[src/rtl/arbiter_pkg.sv]
// -----------------------------------------------------------------------------
// arbiter_pkg
//   Shared types and helpers for the parametrised round-robin arbiter.
//
//   Contents:
//     state_t     - arbiter FSM state (IDLE, GRANT)
//     ARB_MAX_N   - largest supported requester count
//     ARB_IDW_MAX - index width needed for ARB_MAX_N requesters
//     onehot2bin  - one-hot to binary index conversion (ARB_MAX_N wide)
// -----------------------------------------------------------------------------
package arbiter_pkg;

    localparam int ARB_MAX_N   = 32;
    localparam int ARB_IDW_MAX = $clog2(ARB_MAX_N);

    typedef enum logic {
        IDLE  = 1'b0,
        GRANT = 1'b1
    } state_t;

    // Binary index of the set bit of a one-hot vector. Returns 0 for an
    // all-zero vector; callers qualify the result with their own valid flag.
    function automatic logic [ARB_IDW_MAX-1:0] onehot2bin(
        input logic [ARB_MAX_N-1:0] onehot
    );
        logic [ARB_IDW_MAX-1:0] idx;
        idx = '0;
        for (int i = 0; i < ARB_MAX_N; i++) begin
            if (onehot[i]) begin
                idx = idx | ARB_IDW_MAX'(i);
            end
        end
        return idx;
    endfunction

endpackage

[src/rtl/rr_pick.sv]
// -----------------------------------------------------------------------------
// rr_pick
//   Combinational circular priority encoder. Returns the first set bit of
//   req when searching ptr, ptr+1, ..., N-1, 0, ..., ptr-1.
//
//   Parameters:
//     N    - number of request lines (1..32)
//     IDW  - width of ptr / id
//
//   Ports:
//     req     in   N    request vector
//     ptr     in   IDW  index holding highest priority (must be < N)
//     onehot  out  N    one-hot winner, zero when req is zero
//     id      out  IDW  binary index of the winner (0 when none)
//     any     out  1    at least one request present
// -----------------------------------------------------------------------------
module rr_pick
    import arbiter_pkg::*;
#(
    parameter int N   = 4,
    parameter int IDW = 2
) (
    input  logic [N-1:0]   req,
    input  logic [IDW-1:0] ptr,
    output logic [N-1:0]   onehot,
    output logic [IDW-1:0] id,
    output logic           any
);

    // Rotate req right by ptr so the search always starts at bit 0, isolate
    // the lowest set bit, then rotate the result back by the same amount.
    // The doubled vectors turn each rotation into a plain shift.
    logic [2*N-1:0] req_dbl;
    logic [N-1:0]   req_rot;
    logic [N-1:0]   first_rot;
    logic [2*N-1:0] back_dbl;

    always_comb begin
        req_dbl   = {req, req} >> ptr;
        req_rot   = req_dbl[N-1:0];
        first_rot = req_rot & (~req_rot + N'(1));
        back_dbl  = {first_rot, first_rot} << ptr;
        onehot    = back_dbl[2*N-1:N];
        any       = |req;
        id        = IDW'(onehot2bin(ARB_MAX_N'(onehot)));
    end

endmodule

[src/rtl/arbiter_rr_param.sv]
// -----------------------------------------------------------------------------
// arbiter_rr_param
//   Parametrised round-robin arbiter with registered one-hot grant, binary
//   grant index and a hold limit that forces rotation when others wait.
//
//   Parameters:
//     N         - number of requesters (1..32)
//     MAX_HOLD  - consecutive grant cycles before forced rotation, 0=unlimited
//     IDW       - derived width of gnt_id ($clog2(N), minimum 1)
//
//   Ports:
//     clk      in   1    clock, all state on rising edge
//     rst_n    in   1    asynchronous active-low reset
//     req      in   N    level-sensitive request vector
//     lock     in   1    suppress preemption (only with ARB_LOCK_EN)
//     gnt      out  N    registered one-hot grant, zero when idle
//     gnt_id   out  IDW  index of current owner, valid with gnt_vld
//     gnt_vld  out  1    any grant bit set
//     preempt  out  1    one-cycle pulse aligned with a hold-limit handoff
//
//   Build option:
//     ARB_LOCK_EN - adds the lock input; while lock=1 and a grant is held,
//                   hold-limit preemption is suppressed (release still works,
//                   hold_cnt keeps counting).
// -----------------------------------------------------------------------------
module arbiter_rr_param
    import arbiter_pkg::*;
#(
    parameter  int N        = 4,
    parameter  int MAX_HOLD = 8,
    localparam int IDW      = (N > 1) ? $clog2(N) : 1
) (
    input  logic           clk,
    input  logic           rst_n,
    input  logic [N-1:0]   req,
`ifdef ARB_LOCK_EN
    input  logic           lock,
`endif
    output logic [N-1:0]   gnt,
    output logic [IDW-1:0] gnt_id,
    output logic           gnt_vld,
    output logic           preempt
);

    localparam int HCW = (MAX_HOLD > 0) ? $clog2(MAX_HOLD + 1) : 1;

    // Registered state
    state_t         state;
    logic [IDW-1:0] ptr;
    logic [HCW-1:0] hold_cnt;

    // Next-state values
    state_t         state_d;
    logic [IDW-1:0] ptr_d;
    logic [HCW-1:0] hold_cnt_d;
    logic [N-1:0]   gnt_d;
    logic [IDW-1:0] gnt_id_d;
    logic           preempt_d;

    // Arbitration helpers
    logic [IDW-1:0] owner_next;
    logic [IDW-1:0] pick_base;
    logic [N-1:0]   pick_onehot;
    logic [IDW-1:0] pick_id;
    logic           pick_any;
    logic           owner_req;
    logic           competitors;
    logic           at_limit;
    logic           lock_active;
    logic           do_preempt;

`ifdef ARB_LOCK_EN
    assign lock_active = lock;
`else
    assign lock_active = 1'b0;
`endif

    // Index after the current owner, wrapping N-1 -> 0.
    assign owner_next = (gnt_id == IDW'(N - 1)) ? '0 : gnt_id + IDW'(1);

    // While granted, a handoff always searches from the owner's successor,
    // so the outgoing owner is last in line. When idle, search from ptr.
    assign pick_base = (state == GRANT) ? owner_next : ptr;

    assign owner_req   = |(req & gnt);
    assign competitors = |(req & ~gnt);
    assign at_limit    = (MAX_HOLD != 0) && (hold_cnt == HCW'(MAX_HOLD));
    assign do_preempt  = owner_req && at_limit && competitors && !lock_active;

    rr_pick #(
        .N   (N),
        .IDW (IDW)
    ) u_pick (
        .req    (req),
        .ptr    (pick_base),
        .onehot (pick_onehot),
        .id     (pick_id),
        .any    (pick_any)
    );

    // Next-state and next-output logic.
    always_comb begin
        // NOTE: every variable gets a default before the case so no path
        // leaves one unassigned; that is what keeps this block latch-free.
        state_d    = state;
        ptr_d      = ptr;
        hold_cnt_d = hold_cnt;
        gnt_d      = gnt;
        gnt_id_d   = gnt_id;
        preempt_d  = 1'b0;

        unique case (state)
            IDLE: begin
                if (pick_any) begin
                    gnt_d      = pick_onehot;
                    gnt_id_d   = pick_id;
                    hold_cnt_d = HCW'(1);
                    state_d    = GRANT;
                end
            end

            GRANT: begin
                if (!owner_req || do_preempt) begin
                    // Handoff: release or hold-limit revocation.
                    ptr_d = owner_next;
                    if (pick_any) begin
                        gnt_d      = pick_onehot;
                        gnt_id_d   = pick_id;
                        hold_cnt_d = HCW'(1);
                        preempt_d  = do_preempt;
                    end else begin
                        gnt_d      = '0;
                        gnt_id_d   = '0;
                        hold_cnt_d = '0;
                        state_d    = IDLE;
                    end
                end else if ((MAX_HOLD != 0) && !at_limit) begin
                    // Keep the grant; count up to the limit and stay there.
                    hold_cnt_d = hold_cnt + HCW'(1);
                end
            end

            default: begin
                state_d = IDLE;
                gnt_d   = '0;
            end
        endcase
    end

    // State and output registers.
    always_ff @(posedge clk or negedge rst_n) begin
        if (!rst_n) begin
            state    <= IDLE;
            ptr      <= '0;
            hold_cnt <= '0;
            gnt      <= '0;
            gnt_id   <= '0;
            preempt  <= 1'b0;
        end else begin
            // NOTE: non-blocking so every register samples the pre-edge
            // values computed above, independent of statement order.
            state    <= state_d;
            ptr      <= ptr_d;
            hold_cnt <= hold_cnt_d;
            gnt      <= gnt_d;
            gnt_id   <= gnt_id_d;
            preempt  <= preempt_d;
        end
    end

    assign gnt_vld = |gnt;

endmodule

[config.mk]
export PLATFORM = sky130hd
export DESIGN_NAME = arbiter_rr_param
export DESIGN_NICKNAME = d
export VERILOG_FILES = /design/src/rtl/arbiter_pkg.sv /design/src/rtl/rr_pick.sv /design/src/rtl/arbiter_rr_param.sv
export SDC_FILE = /design/constraint.sdc
export NUM_CORES = 1
export LEC_CHECK = 0
export CAP_MARGIN = 20
export CORE_MARGIN = 4
export CORE_UTILIZATION = 49
export CTS_BUF_LIST = sky130_fd_sc_hd__clkbuf_4
export CTS_CLUSTER_SIZE = 16
export DETAILED_ROUTE_END_ITERATION = 10
export GPL_TIMING_DRIVEN = 0
export PLACE_DENSITY = 0.8
export SLEW_MARGIN = 30
export SYNTH_ARGS = -nofsm -noshare
export SYNTH_HDL_FRONTEND = slang
export SYNTH_SLANG_ARGS = --single-unit
export TNS_END_PERCENT = 1
[constraint.sdc]
create_clock -name clk -period 1.9 [get_ports clk]
set_clock_uncertainty 0.15 [all_clocks]
set_input_delay 0.285 -clock clk [delete_from_list [all_inputs] [get_ports clk]]
set_output_delay 0.285 -clock clk [all_outputs]
set_load 0.05 [all_outputs]
==> impl_metrics.py, run 1 <==
metrics = {
    "timing": {
        "maxSlewHeadroom_pct": 57.63,
        "max_freq_mhz": 536.1,
        "period_share_pct": 98.17,
        "tns_ns": 0,
        "period_needed_ns": 1.865,
        "hold_viol": 0,
        "slew_violations": 0,
        "finalSetupViolCount": 0,
        "tightest_slew_ns": 0.6336,
        "rsz0062_at_grt": "true",
    },
    "clock_network": {
        "clock_path_buffers": 2,
        "clock-sinks": 14,
        "cts_tree": "done",
        "clock_latency_ns": 0.28,
        "hold_buffers": 0,
        "htreeDepth": 1,
        "cts_root_buffer": "clkbuf_4",
        "cts_buffers": 3,
        "clk_pin_slew_worst_paths_ns": 0.08,
    },
    "yosys": {
        "synth.area.top_cells": "dfrtp_1, ha_1, nand2b_1, o21ai_0, nand2_1",
        "synth_edf_count": 0,
        "syn_area_um2": 898.4,
        "synth_top_area_share_pct": 39.00,
        "synthFlopType": "dfrtp_1",
        "synth_fp_nets": 104,
        "yosysMostFrequentCell": "dfrtp_1",
        "synth.distinct_cells": 37,
        "yosys.area.top_type": "dfrtp_1",
        "syn_inst": 95,
        "ys_top_cells_by_count": "dfrtp_1, nand2_1, o21ai_0",
        "syn_area_per_cell_um2": 9.456,
        "synth-seq-cells": 14,
        "ys_warn_count": 0,
        "async_flop_share_pct": 100.0,
        "ys_seq_area_share_pct": 39.00,
    },
    "critical_path": {
        "cp_max_fo": 7,
        "worstSetupStartpointType": "flop",
        "cpMaxStageDelayCell": "dfrtp_2",
        "cp_cell_sequence": "ha_4, mux2i_4, o21ai_1, a32oi_1, a21oi_1, a21o_1",
        "crit_required_ns": 1.93,
        "crit_type": "flop to flop",
        "worstPathArrival_ns": 1.90,
        "end_kind": "flop",
        "critical_path.max_stage_delay_ns": 0.44,
        "regToRegSetupSlack_ns": 0.03,
    },
    "detailed_routing": {
        "via_per_inst": 5.893,
        "drc": 0,
        "first_iter_violations": 28,
        "avgRoutedWirePerCell_um": 15.06,
        "antenna_left": 0,
        "first_pass_iters": 4,
        "num_vias": 825,
        "routed_wl_um": 2108,
    },
    "pwr": {
        "switching_share_pct": 46.64,
        "p_seq_share_pct": 26.4,
        "p_int_mw": 1.030,
        "powerDensity_mw_per_mm2": 1703,
        "clock_power_share_pct": 9.1,
        "p_switching_mw": 0.9004,
        "ir_worst_vdd_mv": 0.9000,
        "power_frac_comb_pct": 64.5,
        "p_leak_nw": 0.5113,
    },
    "grt": {
        "grt_max_degree": 15,
        "grt_pass1_vias": 781,
        "antenna_found_initial": 0,
        "grt_pass1_wl_um": 3539,
        "grt_remaining_overflow": 0,
        "grt_use_total_pct": 18.31,
    },
    "placed_design": {
        "io_buffers": 10,
        "place_hpwl_um": 1600,
        "gp_congestion": 0.8844,
        "dp_cells": 130,
    },
    "die": {
        "io_pins": 14,
        "die_x_um": 50.82,
        "initial_core_util_pct": 52.03,
        "core_mm2": 0.001727,
        "design.die.area_mm2": 0.002583,
        "rows": 15,
        "die_h_um": 50.82,
    },
    "outcome": {
        "outcome": "finished, final reports clean",
    },
    "cells_and_area": {
        "nNetsFinal": 125,
        "fin_cells": 140,
        "area_growth_pct": 26.18,
        "drive_gt1_share_pct": 26.09,
        "final.fill_count": 155,
        "antenna_cells": 0,
    },
    "worst_hold_path": {
        "min_path_type": "primary input to flop",
    },
    "run": {
        "drv_cap": 0,
    },
}
-- what timing repair did --
action                                  in CTS  in global routing
pin swaps                                    1                  4
endpoints found under the setup margin      15                 13
resized for setup                           14                  7
setup buffers                                0                  6
-- per-stage QoR --
step | utilization (%) | setup WS [ns] | power, mW | hold WS, ns | instance area (µm²)
global route | 65.65 | -0.01777 | 2.049 | 0.2088 | 1134
CTS | 61.88 | -0.06651 | 1.809 | 0.1979 | 1069
floorplan | - | 0.002302 | 1.365 | -0.1606 | 920.9
global placement | 60.94 | -0.2170 | 1.625 | 0.3519 | 1052
finish | 65.65 | 0.03469 | 1.931 | 0.1899 | 1134
detailed placement | 60.94 | -0.2379 | 1.679 | 0.3516 | 1052
-- final cells by class --
| cell class | instances | area, µm² | share of cell area [%] |
|---|---|---|---|
| Buffer | 5 | 37.54 | 3.311 |
| Clock inverter | 1 | 3.754 | 0.3311 |
| Inverter | 3 | 11.26 | 0.9934 |
| Multi-Input combinational cell | 73 | 534.3 | 47.13 |
| Clock buffer | 3 | 22.52 | 1.987 |
| Timing Repair Buffer | 16 | 138.9 | 12.25 |
| Tap cell | 25 | 31.28 | 2.759 |
| Sequential cell | 14 | 354.1 | 31.24 |
-- cell usage in the layout (no fill, tap or decap), types with 2 or more instances in the layout --
cell,n
dfrtp_2,3
clkdlybuf4s50_1,3
mux2_2,2
nor2_1,6
and2_1,2
buf_6,3
nand2_1,8
dlygate4sd2_1,6
o21ai_0,6
a22oi_1,3
a32oi_1,2
a32o_1,2
clkbuf_4,3
ha_1,2
nand2b_1,6
a21oi_1,5
buf_4,6
a21o_1,2
dfrtp_1,11
inv_1,2
buf_2,3
o21ai_1,2
o2bb2ai_1,3
-- flip-flops by register name, indices dropped and copies added (netlist names) --
signal	count
gnt	4
gnt_id	2
hold_cnt	4
preempt	1
ptr	2
state	1
-- kinds of logic after synthesis --
| family | share of synthesized area [%] |
|---|---|
| adders and majority gates | 4.179 |
| muxes | 6.267 |
| DFF | 39.00 |
| and+or+nand+nor | 19.36 |
| buffers and inverters | 5.431 |
| AOI/OAI and AO/OA | 25.77 |
-- power groups by stage --
stage	clock, mW	sequential (mW)	combinational, mW
2_1_floorplan	0	0.672	0.693
4_1_cts	0.176	0.515	1.12
5_1_grt	0.189	0.523	1.34
3_5_place_dp	0	0.521	1.16
6_report	0.176	0.510	1.24
3_3_place_gp	0	0.511	1.11
-- worst paths after layout --
path                             startpoint          end  depth (start not counted)
worst min-delay path                 req[1]       gnt[1]                          3
max in group asynchronous             rst_n       gnt[1]                          1
min in group asynchronous             rst_n        state                          1
worst max-delay path              gnt_id[0]    gnt_id[1]                          6
worst min register to register  hold_cnt[3]  hold_cnt[3]                          1
worst max register to register    gnt_id[0]    gnt_id[1]                          6
-- metal layers --
metal  track usage, %  part of all wire [%]  vias up
li1                 -                     -      395
met2            31.52                    53       17
met5                0                     0        -
met3            3.790                   2.9        3
met4            8.072                  0.81        0
met1            21.93                    43      410
-- worst max-delay path: cells and delay by family (launching register included) --
kind            cells  cell delay [ns]
mux                 1             0.23
flops               1             0.44
fa+ha+maj           1             0.27
compound gates      4             0.66
Power figures use the tool's default switching activity.
==> run 2, diff against run 1 <==
Settings changed: CAP_MARGIN 20 to default, CORE_MARGIN 4 to 2.
==> impl_metrics.py, run 2 (synthesized netlist as in run 1, its figures left out) <==
metrics = {
    "detailed_routing": {
        "drc": 0,
        "num_vias": 810,
        "antenna_left": 0,
        "first_pass_iters": 4,
        "routed_wl_um": 2029,
        "first_iter_violations": 19,
        "via_per_inst": 5.870,
        "avgRoutedWirePerCell_um": 14.70,
    },
    "grt": {
        "antenna_found_initial": 0,
        "grt_remaining_overflow": 0,
        "grt_pass1_wl_um": 3036,
        "grt_use_total_pct": 20.16,
        "grt_max_degree": 15,
        "grt_pass1_vias": 689,
    },
    "timing": {
        "max_freq_mhz": 531.4,
        "finalSetupViolCount": 0,
        "rsz0062_at_grt": "true",
        "slew_violations": 0,
        "finalWorstSetupSlack_ns": 0.01813,
        "tightest_slew_ns": 0.6179,
        "maxSlewHeadroom_pct": 58.68,
        "hold_viol": 0,
        "period_needed_ns": 1.882,
        "period_share_pct": 99.05,
    },
    "cells_and_area": {
        "nNetsFinal": 123,
        "area_growth_pct": 27.30,
        "postLayoutCoreUtil_pct": 66.23,
        "drive_gt1_share_pct": 25.66,
        "final_cell_mix": "dfrtp_1, nand2_1, nor2_1, nand2b_1, dlygate4sd2_1",
        "final_common_cell": "dfrtp_1",
        "reg_top3": "gnt (4), hold_cnt (4)",
        "final.fill_count": 161,
        "antenna_cells": 0,
    },
    "clock_network": {
        "clock_path_buffers": 2,
        "cts_tree": "done",
        "clock-sinks": 14,
        "clock_latency_ns": 0.28,
        "cts_buffers": 3,
        "cts_root_buffer": "clkbuf_4",
        "clk_pin_slew_worst_paths_ns": 0.08,
        "htreeDepth": 1,
    },
    "pwr": {
        "finalPower_mw": 1.900,
        "powerDensity_mw_per_mm2": 1661,
        "clock_power_share_pct": 9.1,
        "p_seq_share_pct": 26.4,
        "power_frac_comb_pct": 64.5,
        "switching_share_pct": 47.84,
        "p_int_mw": 0.9909,
        "ir_worst_vdd_mv": 0.9564,
        "p_switching_mw": 0.9090,
        "p_leak_nw": 0.5128,
    },
    "placed_design": {
        "dp_slack_ns": -0.2503,
        "gp_congestion": 0.7467,
        "io_buffers": 10,
        "place_hpwl_um": 1456,
    },
    "critical_path": {
        "cp_max_fo": 5,
        "worstSetupStartpointType": "flop",
        "end_kind": "output pin",
        "regToRegSetupSlack_ns": 0.05,
        "r2r_end": "gnt_id[1]",
        "worstPathArrival_ns": 1.45,
        "crit_required_ns": 1.46,
        "reg2reg_depth": 5,
        "rr_startpoint": "gnt_id[1]",
        "crit_type": "flop to output pin",
    },
    "die": {
        "initial_core_util_pct": 52.03,
        "core_mm2": 0.001727,
        "rows": 15,
        "design.die.area_mm2": 0.002192,
        "io_pins": 14,
        "die_h_um": 46.82,
        "die_x_um": 46.82,
    },
    "run": {
        "drv_cap": 0,
    },
    "worst_hold_path": {
        "worstHoldEndpoint": "gnt[1]",
        "min_path_type": "primary input to flop",
        "holdPathStages": 3,
        "hold_start": "req[1]",
    },
    "outcome": {
        "outcome": "finished, final reports clean",
    },
}
==> run 2: cell count changes in the layout (fill, tap and decap cells not counted), sizes merged <==
| cell | previous run | this run |
|---|---|---|
| clkdlybuf4s50 | 3 | 2 |
| dlymetal6s2s | 0 | 1 |
| buf | 12 | 10 |
==> run 2: cell type report <==
type,instances,area (µm²),share of cell area (%)
multi-input combinational,73,564.3,49.34
sequential,14,352.8,30.85
timing repair buffer,14,120.1,10.50
buffer,5,37.54,3.282
tap,25,31.28,2.735
clock buffer,3,22.52,1.969
inverter,3,11.26,0.9847
clock inverter,1,3.754,0.3282
==> run 2: worst max-delay path: stages (launching register included) <==
cell	delay (ns)
dfrtp_1	0.43
or4_1	0.52
buf_2	0.22
==> run 2: worst max path at each step <==
stage                start           to  slack (ns)  depth (start not counted)
6_report            gnt[1]      gnt_vld        0.02                          2
3_3_place_gp        req[3]    gnt_id[0]       -0.22                          6
5_1_grt             gnt[1]      gnt_vld       -0.02                          2
2_1_floorplan    gnt_id[0]    gnt_id[1]       0.002                          6
4_1_cts        hold_cnt[0]  hold_cnt[1]       -0.04                          7
3_5_place_dp        req[3]    gnt_id[0]       -0.25                          6
==> run 2: power groups by stage <==
stage	sequential (mW)	clock, mW	combinational (mW)
global placement	0.511	0	1.11
floorplan	0.672	0	0.693
global route	0.516	0.189	1.33
detailed placement	0.519	0	1.14
finish	0.503	0.172	1.23
CTS	0.512	0.174	1.12
==> run 2: layer usage <==
metal	global-route usage (%)	part of all wire, %	vias to the layer above
met2	32.88	51	15
met5	0	0	-
li1	-	-	391
met4	10.00	2.0	0
met1	25.78	45	400
met3	3.462	2.8	4
==> run 2: what timing repair did <==
| item | CTS | global route |
|---|---|---|
| setup endpoints to repair | 15 | 13 |
| setup buffers | 0 | 4 |
| resized for setup | 15 | 8 |
| pin swaps | 2 | 3 |
| hold buffers | 0 | 0 |
==> run 2: metrics by stage <==
| step | hold WS (ns) | cells | cell area (µm²) | TNS [ns] |
|---|---|---|---|---|
| finish | 0.2124 | 138 | 1144 | 0 |
| floorplan | -0.1606 | 95 | 920.9 | 0 |
| detailed placement | 0.3523 | 130 | 1052 | -2.051 |
| global placement | 0.3525 | 130 | 1052 | -1.627 |
| global route | 0.2224 | 138 | 1144 | -0.04383 |
| CTS | 0.1977 | 134 | 1076 | -0.05056 |
